$ cat src/rtl/rgb_arb_pkg.sv
// Shared definitions for the RGB LED arbiter: FSM states, channel indices
// and a helper that extracts one requester's {r,g,b} slice from the packed colour bus.
package rgb_arb_pkg;

    typedef enum logic {
        IDLE = 1'b0,
        OWN  = 1'b1
    } arb_state_e;

    localparam int CH_R = 2;
    localparam int CH_G = 1;
    localparam int CH_B = 0;

    localparam int MAX_REQ      = 8;
    localparam int MAX_PWM_BITS = 16;
    localparam int MAX_SLICE_W  = 3 * MAX_PWM_BITS;
    localparam int MAX_COLOR_W  = MAX_REQ * MAX_SLICE_W;

    // Callers zero-extend their colour bus to MAX_COLOR_W and truncate the result to their slice width.
    function automatic logic [MAX_SLICE_W-1:0] color_slice(
        input logic [MAX_COLOR_W-1:0] colors,
        input int                     idx,
        input int                     slice_w
    );
        logic [MAX_COLOR_W-1:0] shifted;
        shifted = colors >> (idx * slice_w);
        return shifted[MAX_SLICE_W-1:0];
    endfunction

endpackage

$ cat src/rtl/rgb_pwm.sv
// Three-channel PWM for the active-low RGB LED: free-running counter, duty shadows
// that only load at counter wrap, and registered pins that reset to off.
module rgb_pwm
    import rgb_arb_pkg::*;
#(
    parameter int PWM_BITS = 8
) (
    input  logic                  clk,
    input  logic                  rst_n,
    input  logic [3*PWM_BITS-1:0] load_color,
    output logic                  led_red,
    output logic                  led_green,
    output logic                  led_blue
);

    // Counter stops one short of all-ones so a duty of all-ones stays on for the whole period.
    localparam logic [PWM_BITS-1:0] CNT_LAST = PWM_BITS'((1 << PWM_BITS) - 2);

    logic [PWM_BITS-1:0]       cnt_q, cnt_d;
    logic [2:0][PWM_BITS-1:0]  duty_q, duty_d;
    logic [2:0]                pin_q, pin_d;
    logic                      wrap;

    always_comb begin
        wrap   = (cnt_q == CNT_LAST);
        cnt_d  = wrap ? '0 : cnt_q + 1'b1;
        duty_d = duty_q;
        if (wrap) begin
            duty_d = load_color;
        end
        pin_d[CH_R] = ~(cnt_q < duty_q[CH_R]);
        pin_d[CH_G] = ~(cnt_q < duty_q[CH_G]);
        pin_d[CH_B] = ~(cnt_q < duty_q[CH_B]);
    end

    always_ff @(posedge clk or negedge rst_n) begin
        if (!rst_n) begin
            cnt_q  <= '0;
            duty_q <= '0;
            pin_q  <= '1;
        end else begin
            cnt_q  <= cnt_d;
            duty_q <= duty_d;
            pin_q  <= pin_d;
        end
    end

    assign led_red   = pin_q[CH_R];
    assign led_green = pin_q[CH_G];
    assign led_blue  = pin_q[CH_B];

endmodule

$ cat src/rtl/rgb_led_arbiter.sv
// Round-robin owner selection with minimum dwell for the shared RGB LED.
// Optional idle blink is enabled by defining RGB_ARB_IDLE_BLINK_EN.
module rgb_led_arbiter
    import rgb_arb_pkg::*;
#(
    parameter int                       N_REQ        = 4,
    parameter int                       PWM_BITS     = 8,
    parameter int                       DWELL_CYCLES = 1_000_000,
    parameter int                       BLINK_DIV    = 50_000_000,
    parameter logic [3*PWM_BITS-1:0]    IDLE_COLOR   = 24'h000010
) (
    input  logic                        clk,
    input  logic                        rst_n,
    input  logic [N_REQ-1:0]            req,
    input  logic [N_REQ*3*PWM_BITS-1:0] color,
    output logic [N_REQ-1:0]            grant,
    output logic                        led_red,
    output logic                        led_green,
    output logic                        led_blue
);

    localparam int IDX_W   = $clog2(N_REQ);
    localparam int SLICE_W = 3 * PWM_BITS;
    localparam int DWELL_W = $clog2(DWELL_CYCLES);
    localparam logic [DWELL_W-1:0] DWELL_LAST = DWELL_W'(DWELL_CYCLES - 1);

    arb_state_e          state_q, state_d;
    logic [N_REQ-1:0]    grant_q, grant_d;
    logic [IDX_W-1:0]    owner_q, owner_d;
    logic [IDX_W-1:0]    rr_ptr_q, rr_ptr_d;
    logic [DWELL_W-1:0]  dwell_q, dwell_d;

    logic [N_REQ-1:0]    others;
    logic                owner_req;
    logic [IDX_W:0]      idle_pick;
    logic [IDX_W:0]      next_pick;
    logic [SLICE_W-1:0]  owner_rgb;
    logic [SLICE_W-1:0]  idle_color;
    logic [SLICE_W-1:0]  load_color;

    function automatic logic [IDX_W-1:0] wrap_inc(input logic [IDX_W-1:0] i);
        return (int'(i) == N_REQ - 1) ? '0 : i + 1'b1;
    endfunction

    function automatic logic [N_REQ-1:0] onehot(input logic [IDX_W-1:0] i);
        return N_REQ'(1) << i;
    endfunction

    // Returns {found, index}; scanning from the far end lets the closest match after start win.
    function automatic logic [IDX_W:0] find_from(
        input logic [N_REQ-1:0] pend,
        input logic [IDX_W-1:0] start
    );
        logic [IDX_W:0] res;
        res = '0;
        for (int k = N_REQ - 1; k >= 0; k--) begin
            int j;
            j = (int'(start) + k) % N_REQ;
            if (pend[IDX_W'(j)]) begin
                res = {1'b1, IDX_W'(j)};
            end
        end
        return res;
    endfunction

    always_comb begin
        others    = req & ~grant_q;
        owner_req = |(req & grant_q);
        idle_pick = find_from(req, rr_ptr_q);
        next_pick = find_from(others, wrap_inc(owner_q));
    end

    // A dropped request wins over dwell expiry; expiry with nobody waiting just holds the counter.
    always_comb begin
        state_d  = state_q;
        grant_d  = grant_q;
        owner_d  = owner_q;
        rr_ptr_d = rr_ptr_q;
        dwell_d  = dwell_q;
        case (state_q)
            IDLE: begin
                if (idle_pick[IDX_W]) begin
                    state_d = OWN;
                    owner_d = idle_pick[IDX_W-1:0];
                    grant_d = onehot(idle_pick[IDX_W-1:0]);
                    dwell_d = '0;
                end
            end
            OWN: begin
                if (!owner_req) begin
                    rr_ptr_d = wrap_inc(owner_q);
                    dwell_d  = '0;
                    if (next_pick[IDX_W]) begin
                        owner_d = next_pick[IDX_W-1:0];
                        grant_d = onehot(next_pick[IDX_W-1:0]);
                    end else begin
                        state_d = IDLE;
                        grant_d = '0;
                    end
                end else if (dwell_q == DWELL_LAST) begin
                    if (next_pick[IDX_W]) begin
                        owner_d = next_pick[IDX_W-1:0];
                        grant_d = onehot(next_pick[IDX_W-1:0]);
                        dwell_d = '0;
                    end
                end else begin
                    dwell_d = dwell_q + 1'b1;
                end
            end
            default: begin
                state_d = IDLE;
                grant_d = '0;
            end
        endcase
    end

    always_ff @(posedge clk or negedge rst_n) begin
        if (!rst_n) begin
            state_q  <= IDLE;
            grant_q  <= '0;
            owner_q  <= '0;
            rr_ptr_q <= '0;
            dwell_q  <= '0;
        end else begin
            state_q  <= state_d;
            grant_q  <= grant_d;
            owner_q  <= owner_d;
            rr_ptr_q <= rr_ptr_d;
            dwell_q  <= dwell_d;
        end
    end

`ifdef RGB_ARB_IDLE_BLINK_EN
    localparam int BLINK_W = (BLINK_DIV > 1) ? $clog2(BLINK_DIV) : 1;
    localparam logic [BLINK_W-1:0] BLINK_LAST = BLINK_W'(BLINK_DIV - 1);

    logic [BLINK_W-1:0] blink_cnt_q, blink_cnt_d;
    logic               blink_phase_q, blink_phase_d;

    // Held at zero while owned so every visit to IDLE starts with a dark half-period.
    always_comb begin
        blink_cnt_d   = '0;
        blink_phase_d = 1'b0;
        if (state_q == IDLE) begin
            if (blink_cnt_q == BLINK_LAST) begin
                blink_cnt_d   = '0;
                blink_phase_d = ~blink_phase_q;
            end else begin
                blink_cnt_d   = blink_cnt_q + 1'b1;
                blink_phase_d = blink_phase_q;
            end
        end
    end

    always_ff @(posedge clk or negedge rst_n) begin
        if (!rst_n) begin
            blink_cnt_q   <= '0;
            blink_phase_q <= 1'b0;
        end else begin
            blink_cnt_q   <= blink_cnt_d;
            blink_phase_q <= blink_phase_d;
        end
    end

    assign idle_color = blink_phase_q ? IDLE_COLOR : '0;
`else
    logic unused_blink_cfg;
    assign unused_blink_cfg = ^{IDLE_COLOR, BLINK_DIV};
    assign idle_color       = '0;
`endif

    assign owner_rgb  = SLICE_W'(color_slice(MAX_COLOR_W'(color), int'(owner_q), SLICE_W));
    assign load_color = (grant_q != '0) ? owner_rgb : idle_color;
    assign grant      = grant_q;

    rgb_pwm #(
        .PWM_BITS   (PWM_BITS)
    ) u_pwm (
        .clk        (clk),
        .rst_n      (rst_n),
        .load_color (load_color),
        .led_red    (led_red),
        .led_green  (led_green),
        .led_blue   (led_blue)
    );

endmodule

$ cat config.mk
export PLATFORM = sky130hd
export DESIGN_NAME = rgb_led_arbiter
export DESIGN_NICKNAME = d
export VERILOG_FILES = /design/src/rtl/rgb_arb_pkg.sv /design/src/rtl/rgb_pwm.sv /design/src/rtl/rgb_led_arbiter.sv
export SDC_FILE = /design/constraint.sdc
export NUM_CORES = 1
export LEC_CHECK = 0
export CELL_PAD_IN_SITES_DETAIL_PLACEMENT = 0
export CELL_PAD_IN_SITES_GLOBAL_PLACEMENT = 1
export CORE_ASPECT_RATIO = 0.9
export CORE_MARGIN = 5
export CORE_UTILIZATION = 38
export CTS_CLUSTER_SIZE = 14
export DETAILED_ROUTE_END_ITERATION = 16
export GPL_TIMING_DRIVEN = 1
export HOLD_SLACK_MARGIN = 0.08
export PLACE_DENSITY_LB_ADDON = 0.1
export SLEW_MARGIN = 15
export SYNTH_ARGS = -nofsm -noshare
export SYNTH_HDL_FRONTEND = slang
export SYNTH_SLANG_ARGS = --single-unit
$ cat constraint.sdc
create_clock -name clk -period 2.5 [get_ports clk]
set_input_delay 0.5 -clock clk [delete_from_list [all_inputs] [get_ports clk]]
set_output_delay 0.5 -clock clk [all_outputs]
set_load 0.005 [all_outputs]
; Word-level counts from Yosys, hierarchy flattened
; Cells that the tools add are included.
[op_classes]
n_addsub = 9
multipliers = 1
div = 0
order_cmp = 11
eq_ne = 7
shift = 3
n_mux = 55
bitwise_logic = 8
reduce_logical = 6
[ops]
columns = operator, n
row1 = 96-bit by 7-bit >> shifter with 24-bit output, 1
row2 = 20-bit two-way mux, 4
row3 = 20-bit case mux with 2 select lines, 1
row4 = 2-bit by 4-bit less-than comparator with 1-bit output (second input constant), 8
row5 = 8-bit less-than comparator, 3
row6 = 24-bit two-way mux, 1
row7 = 3-bit two-way mux, 8
row8 = 20-bit by 1-bit adder with 20-bit output (second input constant), 1
row9 = 20-bit equality test (second input constant), 1
row10 = 4-bit two-way mux, 5
row11 = 1-bit two-way mux, 19
row12 = 1-bit binary-select mux with 2-bit select, 8
row13 = 2-bit two-way mux, 5
row14 = 2-bit adder (second input constant), 4
row15 = 8-bit by 1-bit adder with 8-bit output (second input constant), 1
row16 = 4-bit bitwise AND, 2
row17 = 8-bit equality test (second input constant), 1
row18 = 8-bit two-way mux, 1
row19 = 4-bit case mux with 2 select lines, 1
row20 = 1-bit by 2-bit << shifter with 4-bit output (first input constant), 2
row21 = 2-bit by 1-bit adder with 2-bit output (second input constant), 3
row22 = 3-bit by 2-bit != test with 1-bit output (second input constant), 2
row23 = 2-bit AND reduction, 3
row24 = 1-bit NOT, 5
row25 = 10 further kinds, 10
[word_totals]
register_bits = 64
latch_bits = 0
ramBits = 0
rom_bits = 0
in_bits = 102
output_inout_bits = 7
n_memories = 0

; Longest topological paths before layout
; Gate-level depths: netlist of the first run.
[logic_depth]
word_depth = 15
ltp_mapped = 9

; Hierarchy
; From an unflattened synthesis of the first run, not the netlist that was laid out.
[unflattened]
hier_cells = 431
hier_area_um2 = 4657.0
[modules_own_cells]
columns = module, n_inst, cells_per_inst, area_per_inst_um2
row1 = rgb_led_arbiter, 1, 270, 2738.9
row2 = rgb_pwm, 1, 161, 1918.1

; Worst setup path after synthesis of the first run
; OpenSTA, ideal clock, no wires.
[synth_timing]
path_type = flip-flop to flip-flop
start = reg dwell_q[0]
end = reg owner_q[1]
setup_ns = 0.128
arrival_time_ns = 1.908
required_time_ns = 2.372
setup_slack_ns = 0.464
path_stages_with_launch = 10
path_cell_list = dfrtp_1 ha_1 and3_1 buf_2 nand3_2 or2_4 and2_0 buf_2 nor2_2 mux2_1
[synth_between]
elab_chain_len = 3
[synth_rtl]
columns = item, line_no
row1 = from (decl), rgb_led_arbiter.sv:31  ; logic [DWELL_W-1:0] dwell_q, dwell_d;
row2 = from (signal assigned), rgb_led_arbiter.sv:129  ; dwell_q <= dwell_d;
row3 = 20-bit equality test, rgb_led_arbiter.sv:100  ; end else if (dwell_q == DWELL_LAST) begin
row4 = 3-bit by 2-bit != test with 1-bit output (no source line), --
row5 = 2-bit AND reduction (no source line), --
row6 = to (signal assigned), rgb_led_arbiter.sv:127  ; owner_q <= owner_d;
row7 = to (decl), rgb_led_arbiter.sv:29  ; logic [IDX_W-1:0] owner_q, owner_d;
; Every way passes these cells.
; A chain may end at the register's enable or synchronous reset.

; Worst setup path after layout of the first run
[layout_timing]
start = in req[2]
end = reg grant_q[0] (netlist: grant[0])
[layout_between]
elab_chain_len = 13
word_cells_on_any_way = 47
cone_classes = eq/ne: 3 / shift: 2 / mux: 38 / bitwise: 2 / reduce/logical: 2
[layout_rtl]
columns = item, line_no
row1 = from (decl), rgb_led_arbiter.sv:14  ; input logic [N_REQ-1:0] req,
row2 = 4-bit bitwise AND, rgb_led_arbiter.sv:67  ; others = req & ~grant_q;
row3 = 1-bit binary-select mux with 2-bit select, rgb_led_arbiter.sv:59  ; if (pend[IDX_W'(j)]) begin
row4 = 1-bit two-way mux (implied by the code) (2 in a row), rgb_led_arbiter.sv:59
row5 = 3-bit two-way mux (4 in a row), rgb_led_arbiter.sv:59
row6 = 1-bit by 2-bit << shifter with 4-bit output, rgb_led_arbiter.sv:46  ; return N_REQ'(1) << i;
row7 = 4-bit two-way mux, rgb_led_arbiter.sv:101  ; if (next_pick[IDX_W]) begin
row8 = 4-bit two-way mux, rgb_led_arbiter.sv:100
row9 = 4-bit two-way mux, rgb_led_arbiter.sv:90  ; if (!owner_req) begin
row10 = 4-bit case mux with 2 select lines, rgb_led_arbiter.sv:80  ; case (state_q)
row11 = to (signal assigned), rgb_led_arbiter.sv:126  ; grant_q <= grant_d;
row12 = to (decl), rgb_led_arbiter.sv:28  ; logic [N_REQ-1:0] grant_q, grant_d;
; Several ways; a longest one is shown, not always the timed one. The select of a mux whose other input is x is not followed.

==> out/metrics.cfg, run 1 <==
[die]
fp.dieH_um = 110.2
rows = 36
core_area_sq_um = 10860
initial_core_util_pct = 39.03
die_w_um = 121.3
io-pin-count = 109
dieArea_sq_um = 13360

[sta]
fmax_mhz = 446.7
worst_pin_slew_ns = 0.5308
min_period_over_period_pct = 89.54
slew-limit-headroom_pct = 64.29
skew_ns = 0.006790
fin_ws_ns = 0.2616
whs_ns = 0.1837
setup_viol = 0
fin_crit_ns = 2.238
drv_slew = 0
rsz0062_at_grt = no
setup-tns-final_ns = 0
hold_viol_final = 0

[min_path]
hold_path.class = in2async

[drt]
vias = 3689
ant_nets = 0
routed_via_density = 5.181
wl_mm = 11.18
wl_per_cell_um = 15.71
first_pass_iters = 5
remaining_drc_errors = 0
drt_iter0_drc = 168

[power_and_ir_drop]
powerDensity_nw_per_um2 = 712.3
seq_power_share_pct = 29.7
p_clk_share_pct = 27.4
pwr-share-comb_pct = 43.0
netSwitchingPower_w = 0.001362
p_leak_nw = 2.507
vdd_ir_drop_max_uv = 523.0
netSwitchingFraction_pct = 32.47
p_int_w = 0.002833

[setup_path]
start_kind = primary input
crit_start = req[2]
worstRegToRegCells = 8
crit_path_end = grant[0]
r2r_start = dwell_q[0]
r2r_end = dwell_q[14]
crit_type = in2reg
crit_required_ns = 2.71
crit_path_end_kind = flip-flop
arrival_ns = 2.45
r2r_slack_ns = 0.41
crit_fanout = 7

[clock_network]
numCtsBuffers = 9
post_cts_buffers = 0
worstSkewPairLatency_ns = 0.32
clock_sinks = 64
clockBufferDepth = 2
postCtsHoldBufs = 0
cts_root_buffer = clkbuf_16
cts_tree = done
postCtsResizedCells = 0
h-tree-depth = 3
path_clk_slew_ns = 0.05

[logic_synthesis]
synth_common_cells = dfrtp_1, o21ai_0, nand2_1, nor2_1, inv_1
syn_inst = 431
ys_ff_latch = 64
ys.flop_type = dfrtp_1
yosys_warnings = 0
yosysTopAreaCell = dfrtp_1
yosysSeqAreaShare_pct = 37.89
synth_area_sq_um = 4237
synth_top_area_share_pct = 36.03
ys_top_cells_by_area = dfrtp_1, mux4_2, ha_1
syn_area_per_cell_sq_um = 9.830
synth.distinct_cells = 61
syn_nets = 558
synth_edf_count = 0
synthMostInstantiatedCell = dfrtp_1
synthArstFlopShare_pct = 100.0

[cells_and_area]
final_nets = 682
fillers = 1031
area_growth_pct = 39.01
layout-drive-gt1-share_pct = 14.46
final_area_sq_um = 5889
diodes = 0
seq_area_sq_um = 1607
multiInputGateArea_sq_um = 2434

[global_route]
grt_max_degree = 65
overflow = 0
grt_pass1_wl_mm = 18.56
antenna_found_initial = 0
grt_pass1_vias = 3796
grtUsageTotal_pct = 17.43

[placement]
dpl.hpwl_mm = 8.577
placed_area_sq_um = 5617
port_buffers = 108
place_ws_ns = -0.06690
globalplace.congestion = 0.8401

[run]
maxCapViolCount = 0

[run_status]
outcome = finished clean

[worst min-delay path by stage]
stage / start / endpoint / cells after the start
floorplan: rst_n / dwell_q[0] / 0
detailed placement: dwell_q[19] / dwell_q[19] / 1
global route: rst_n / rr_ptr_q[0] / 2
finish: rst_n / u_pwm.duty_q[11] / 2
CTS: rst_n / u_pwm.duty_q[11] / 2
global placement: u_pwm.cnt_q[0] / u_pwm.cnt_q[0] / 1
[per-layer routing]
| metal | wire (um) | GRT usage, % | vias to the layer above |
|---|---|---|---|
| li1 | - | - | 1832 |
| met1 | 4821 | 22.11 | 1772 |
| met2 | 5706 | 30.34 | 71 |
| met3 | 494 | 3.571 | 14 |
| met4 | 163 | 5.040 | 0 |
| met5 | 0 | 0 | - |
[worst max-delay path: stages]
cell             delay (ns)
clkdlybuf4s50_1        0.54
mux4_1                 0.59
a21o_4                 0.24
a21oi_1                0.19
o22ai_1                0.12
mux2_2                 0.27
[power by group through the flow]
stage	Clock, W	Combinational [W]	Sequential (W)
final	0.00115	0.00180	0.00124
after global routing	0.00123	0.00198	0.00125
after CTS	0.00118	0.00184	0.00124
after detailed placement	0	0.00183	0.00126
after global placement	0	0.00180	0.00125
after floorplan	0	0.00126	0.00119
[registers in the layout, summed over array words and instances, names as in the netlist]
register and flops:
u_pwm.duty_q 24, dwell_q 20, u_pwm.cnt_q 8, grant 4, u_pwm.pin_q 3, owner_q 2
rr_ptr_q 2, state_q 1
[per-stage QoR]
stage,power (W),instances,util (%)
after floorplan,0.002454,431,-
after CTS,0.004260,712,54.25
after detailed placement,0.003086,696,51.74
after global routing,0.004468,712,54.25
after global placement,0.003057,696,51.74
final,0.004195,712,54.25
[placed cells by master, fill, tap and decap left out, types with 3 or more instances in the layout]
| cell | netlist | final |
|---|---|---|
| inv_1 | 28 | 28 |
| nor3_1 | 5 | 5 |
| nand2b_1 | 3 | 3 |
| nand3_1 | 11 | 11 |
| nand4_1 | 5 | 5 |
| o41a_1 | 3 | 3 |
| nor2_1 | 39 | 39 |
| o31ai_1 | 6 | 6 |
| xnor2_1 | 4 | 4 |
| a22o_1 | 6 | 6 |
| mux4_2 | 24 | 24 |
| clkdlybuf4s50_1 | 0 | 107 |
| a21boi_0 | 3 | 3 |
| clkbuf_1 | 8 | 4 |
| nor2b_1 | 3 | 3 |
| xor2_1 | 3 | 3 |
| clkbuf_16 | 0 | 9 |
| dfrtp_1 | 61 | 60 |
| nor4_1 | 4 | 4 |
| mux2_2 | 4 | 4 |
| buf_4 | 1 | 22 |
| o21a_1 | 4 | 4 |
| and3_1 | 6 | 6 |
| ha_1 | 25 | 25 |
| a21oi_1 | 21 | 21 |
| mux2i_1 | 3 | 3 |
| dfstp_2 | 3 | 3 |
| o21ai_0 | 52 | 52 |
| nand2_1 | 45 | 45 |
[layout make-up]
class                      count  area share (%)
multi-input combinational    320           41.32
tap                          152           3.229
clock inverter                 1         0.08498
clock buffer                  15           4.546
inverter                      28           1.785
timing repair buffer         132           21.75
sequential                    64           27.28
[kinds of logic (layout without fill, tap and decap cells)]
group                    Yosys count  in the layout  synth area share, %
adder cells (fa/ha/maj)           25             25                7.383
AND/OR/NAND/NOR                  141            141                16.36
XOR/XNOR                           7              7                1.447
multiplexers                      33             33                15.42
AO/OA/AOI/OAI                    114            114                16.83
flip-flops                        64             64                37.89
buffers and inverters             47            176                4.666
Power figures use the tool's default switching activity.
==> inputs of run 2 (changes only) <==
- CORE_MARGIN: 5 -> not set
- CORE_UTILIZATION: 38 -> 49
- DONT_BUFFER_PORTS: not set -> 1
- GPL_TIMING_DRIVEN: 1 -> not set
==> out/metrics.cfg, run 2 (synthesized netlist as in run 1, its figures left out) <==
[run_status]
outcome = finished clean  ; unchanged

[run]
maxCapViolCount = 0  ; unchanged

[die]
core_area_sq_um = 8223  ; was 10860 sq um
dieArea_sq_um = 9022  ; was 13360 sq um
io-pin-count = 109  ; unchanged
rows = 31  ; was 36
fp.dieH_um = 90.21  ; was 110.2 um
die_w_um = 100.0  ; was 121.3 um
initial_core_util_pct = 51.52  ; was 39.03%

[cells_and_area]
area_growth_pct = 8.535  ; was 39.01%
reg.largest.list = u_pwm.duty_q: 24 flops, dwell_q: 20 flops, u_pwm.cnt_q: 8 flops  ; unchanged
layout-drive-gt1-share_pct = 15.56  ; was 14.46%
final_area_sq_um = 4598  ; was 5889 sq um
regMostFlops = u_pwm.duty_q  ; unchanged
diodes = 0  ; unchanged
final_common_cell = dfrtp_1  ; was clkdlybuf4s50_1
fillers = 759  ; was 1031
mostFrequentLayoutCells = dfrtp_1, o21ai_0, nand2_1, nor2_1, inv_1  ; was clkdlybuf4s50_1, dfrtp_1, o21ai_0, nand2_1, nor2_1
largest_reg_flops = 24  ; unchanged
final_nets = 559  ; was 682

[setup_path]
r2r_start = dwell_q[0]  ; unchanged
timing.critical_path.buf_inv = 0  ; was 1
start_kind = flip-flop  ; was primary input
crit_chain = ha_1 -> and3_1 -> nand3_2 -> or2_4 -> and2_0 -> nor2_2 -> mux2_1  ; was clkdlybuf4s50_1 -> mux4_1 -> a21o_4 -> a21oi_1 -> o22ai_1 -> mux2_2
max_stage_delay_ns = 0.41  ; was 0.59 ns
worstRegToRegCells = 7  ; was 8
slowest_stage = dfrtp_1  ; was mux4_1
critPathTopFamily = simple AND/OR/NAND/NOR gates  ; was multiplexers
crit_type = reg2reg  ; was in2reg
crit_required_ns = 2.72  ; was 2.71 ns
crit_fanout = 6  ; was 7
r2r_slack_ns = 0.28  ; was 0.41 ns
r2r_end = owner_q[1]  ; was dwell_q[14]
arrival_ns = 2.45  ; about the same
crit_path_end_kind = flip-flop  ; unchanged

[sta]
worst_pin_slew_ns = 0.5355  ; was 0.5308 ns
fin_crit_ns = 2.224  ; was 2.238 ns
skew_ns = 0.01103  ; was 0.006790 ns
setup_viol = 0  ; unchanged
hold_viol_final = 0  ; unchanged
drv_slew = 0  ; unchanged
setup-tns-final_ns = 0  ; unchanged
slew-limit-headroom_pct = 63.97  ; was 64.29%
min_period_over_period_pct = 88.95  ; was 89.54%
rsz0062_at_grt = no  ; unchanged
fmax_mhz = 449.7  ; was 446.7 MHz

[placement]
port_buffers = 0  ; was 108
globalplace.congestion = 0.7826  ; was 0.8401
dpl.hpwl_mm = 7.393  ; was 8.577 mm
placed_area_sq_um = 4342  ; was 5617 sq um

[min_path]
hold_depth = 3
holdPathEnd = u_pwm.duty_q[9]
hold_start = color[9]
hold_path.class = in2reg  ; was in2async

[global_route]
overflow = 0  ; unchanged
grt_pass1_wl_mm = 16.17  ; was 18.56 mm
grt_pass1_vias = 3143  ; was 3796
grt_max_degree = 65  ; unchanged
antenna_found_initial = 0  ; unchanged
grtUsageTotal_pct = 23.21  ; was 17.43%

[drt]
ant_nets = 0  ; unchanged
wl_mm = 10.01  ; was 11.18 mm
vias = 3270  ; was 3689
routed_via_density = 5.924  ; was 5.181
remaining_drc_errors = 0  ; unchanged
drt_iter0_drc = 130  ; was 168
wl_per_cell_um = 18.14  ; was 15.71 um
first_pass_iters = 4  ; was 5

[clock_network]
h-tree-depth = 3  ; unchanged
clock_sinks = 64  ; unchanged
worstSkewPairLatency_ns = 0.34  ; was 0.32 ns
post_cts_buffers = 0  ; unchanged
clockBufferDepth = 2  ; unchanged
cts_tree = done  ; unchanged
postCtsResizedCells = 0  ; unchanged
numCtsBuffers = 9  ; unchanged
cts_root_buffer = clkbuf_8  ; was clkbuf_16
postCtsHoldBufs = 2  ; was 0
path_clk_slew_ns = 0.07  ; was 0.05 ns

[power_and_ir_drop]
p_leak_nw = 1.985  ; was 2.507 nW
powerDensity_nw_per_um2 = 804.9  ; was 712.3 nW/um^2
vdd_ir_drop_max_uv = 525.5  ; was 523.0 uV

-- run 2: cell count changes in the layout (fill, tap and decap cells not counted), moves of 2 or more --
cell	delta
bufinv_16	+2
clkbuf_16	-9
clkbuf_1	-4
buf_12	-2
buf_4	-15
clkdlybuf4s50_1	-107
clkbuf_8	+7
-- run 2: cell type report --
cell class                 count  area (sq um)  area share [%]
clock inverter                 7         95.09           2.068
sequential                    64          1607           34.94
multi-input combinational    320          2434           52.93
inverter                      28         105.1           2.286
clock buffer                   9         123.9           2.694
tap                          115         143.9           3.129
timing repair buffer           9         90.09           1.959
-- run 2: worst reg2reg max path, cell delays in order, from the launching register on --
cell     delay (ns)
dfrtp_1        0.41
ha_1           0.20
and3_1         0.27
nand3_2        0.15
or2_4          0.30
and2_0         0.28
nor2_2         0.16
mux2_1         0.33
-- run 2: where the power goes --
group          switching [W]  internal, W
clock               0.000432     0.000563
sequential          0.000115      0.00112
combinational       0.000739     0.000733
-- run 2: metal layers --
| layer | vias to the layer above | GRT usage [%] | routed length, um |
|---|---|---|---|
| met5 | - | 0 | 0 |
| met4 | 0 | 5.072 | 57 |
| met3 | 6 | 5.288 | 344 |
| met2 | 57 | 37.53 | 4974 |
| met1 | 1620 | 31.91 | 4638 |
| li1 | 1587 | - | - |
-- run 2: how the worst max path moves through the flow --
| stage | startpoint | end | slack, ns | depth (start not counted) |
|---|---|---|---|---|
| after detailed placement | dwell_q[0] | owner_q[1] | 0.30 | 7 |
| after global placement | dwell_q[0] | owner_q[1] | 0.35 | 7 |
| final | dwell_q[0] | owner_q[1] | 0.28 | 7 |
| after floorplan | dwell_q[0] | owner_q[1] | 0.46 | 9 |
| after global routing | dwell_q[0] | owner_q[1] | 0.14 | 7 |
| after CTS | dwell_q[0] | owner_q[1] | 0.28 | 7 |
-- run 2: stage by stage --
stage | total power (W) | util [%] | setup slack (ns) | std cells | hold WS, ns
2_1_floorplan | 0.002454 | - | 0.4642 | 431 | 0.2044
3_5_place_dp | 0.002703 | 52.80 | 0.2997 | 534 | 0.2064
6_report | 0.003701 | 55.92 | 0.2761 | 552 | 0.4982
5_1_grt | 0.003922 | 55.92 | 0.1413 | 552 | 0.4907
4_1_cts | 0.003731 | 55.92 | 0.2782 | 552 | 0.4816
3_3_place_gp | 0.002685 | 52.80 | 0.3535 | 534 | 0.2062
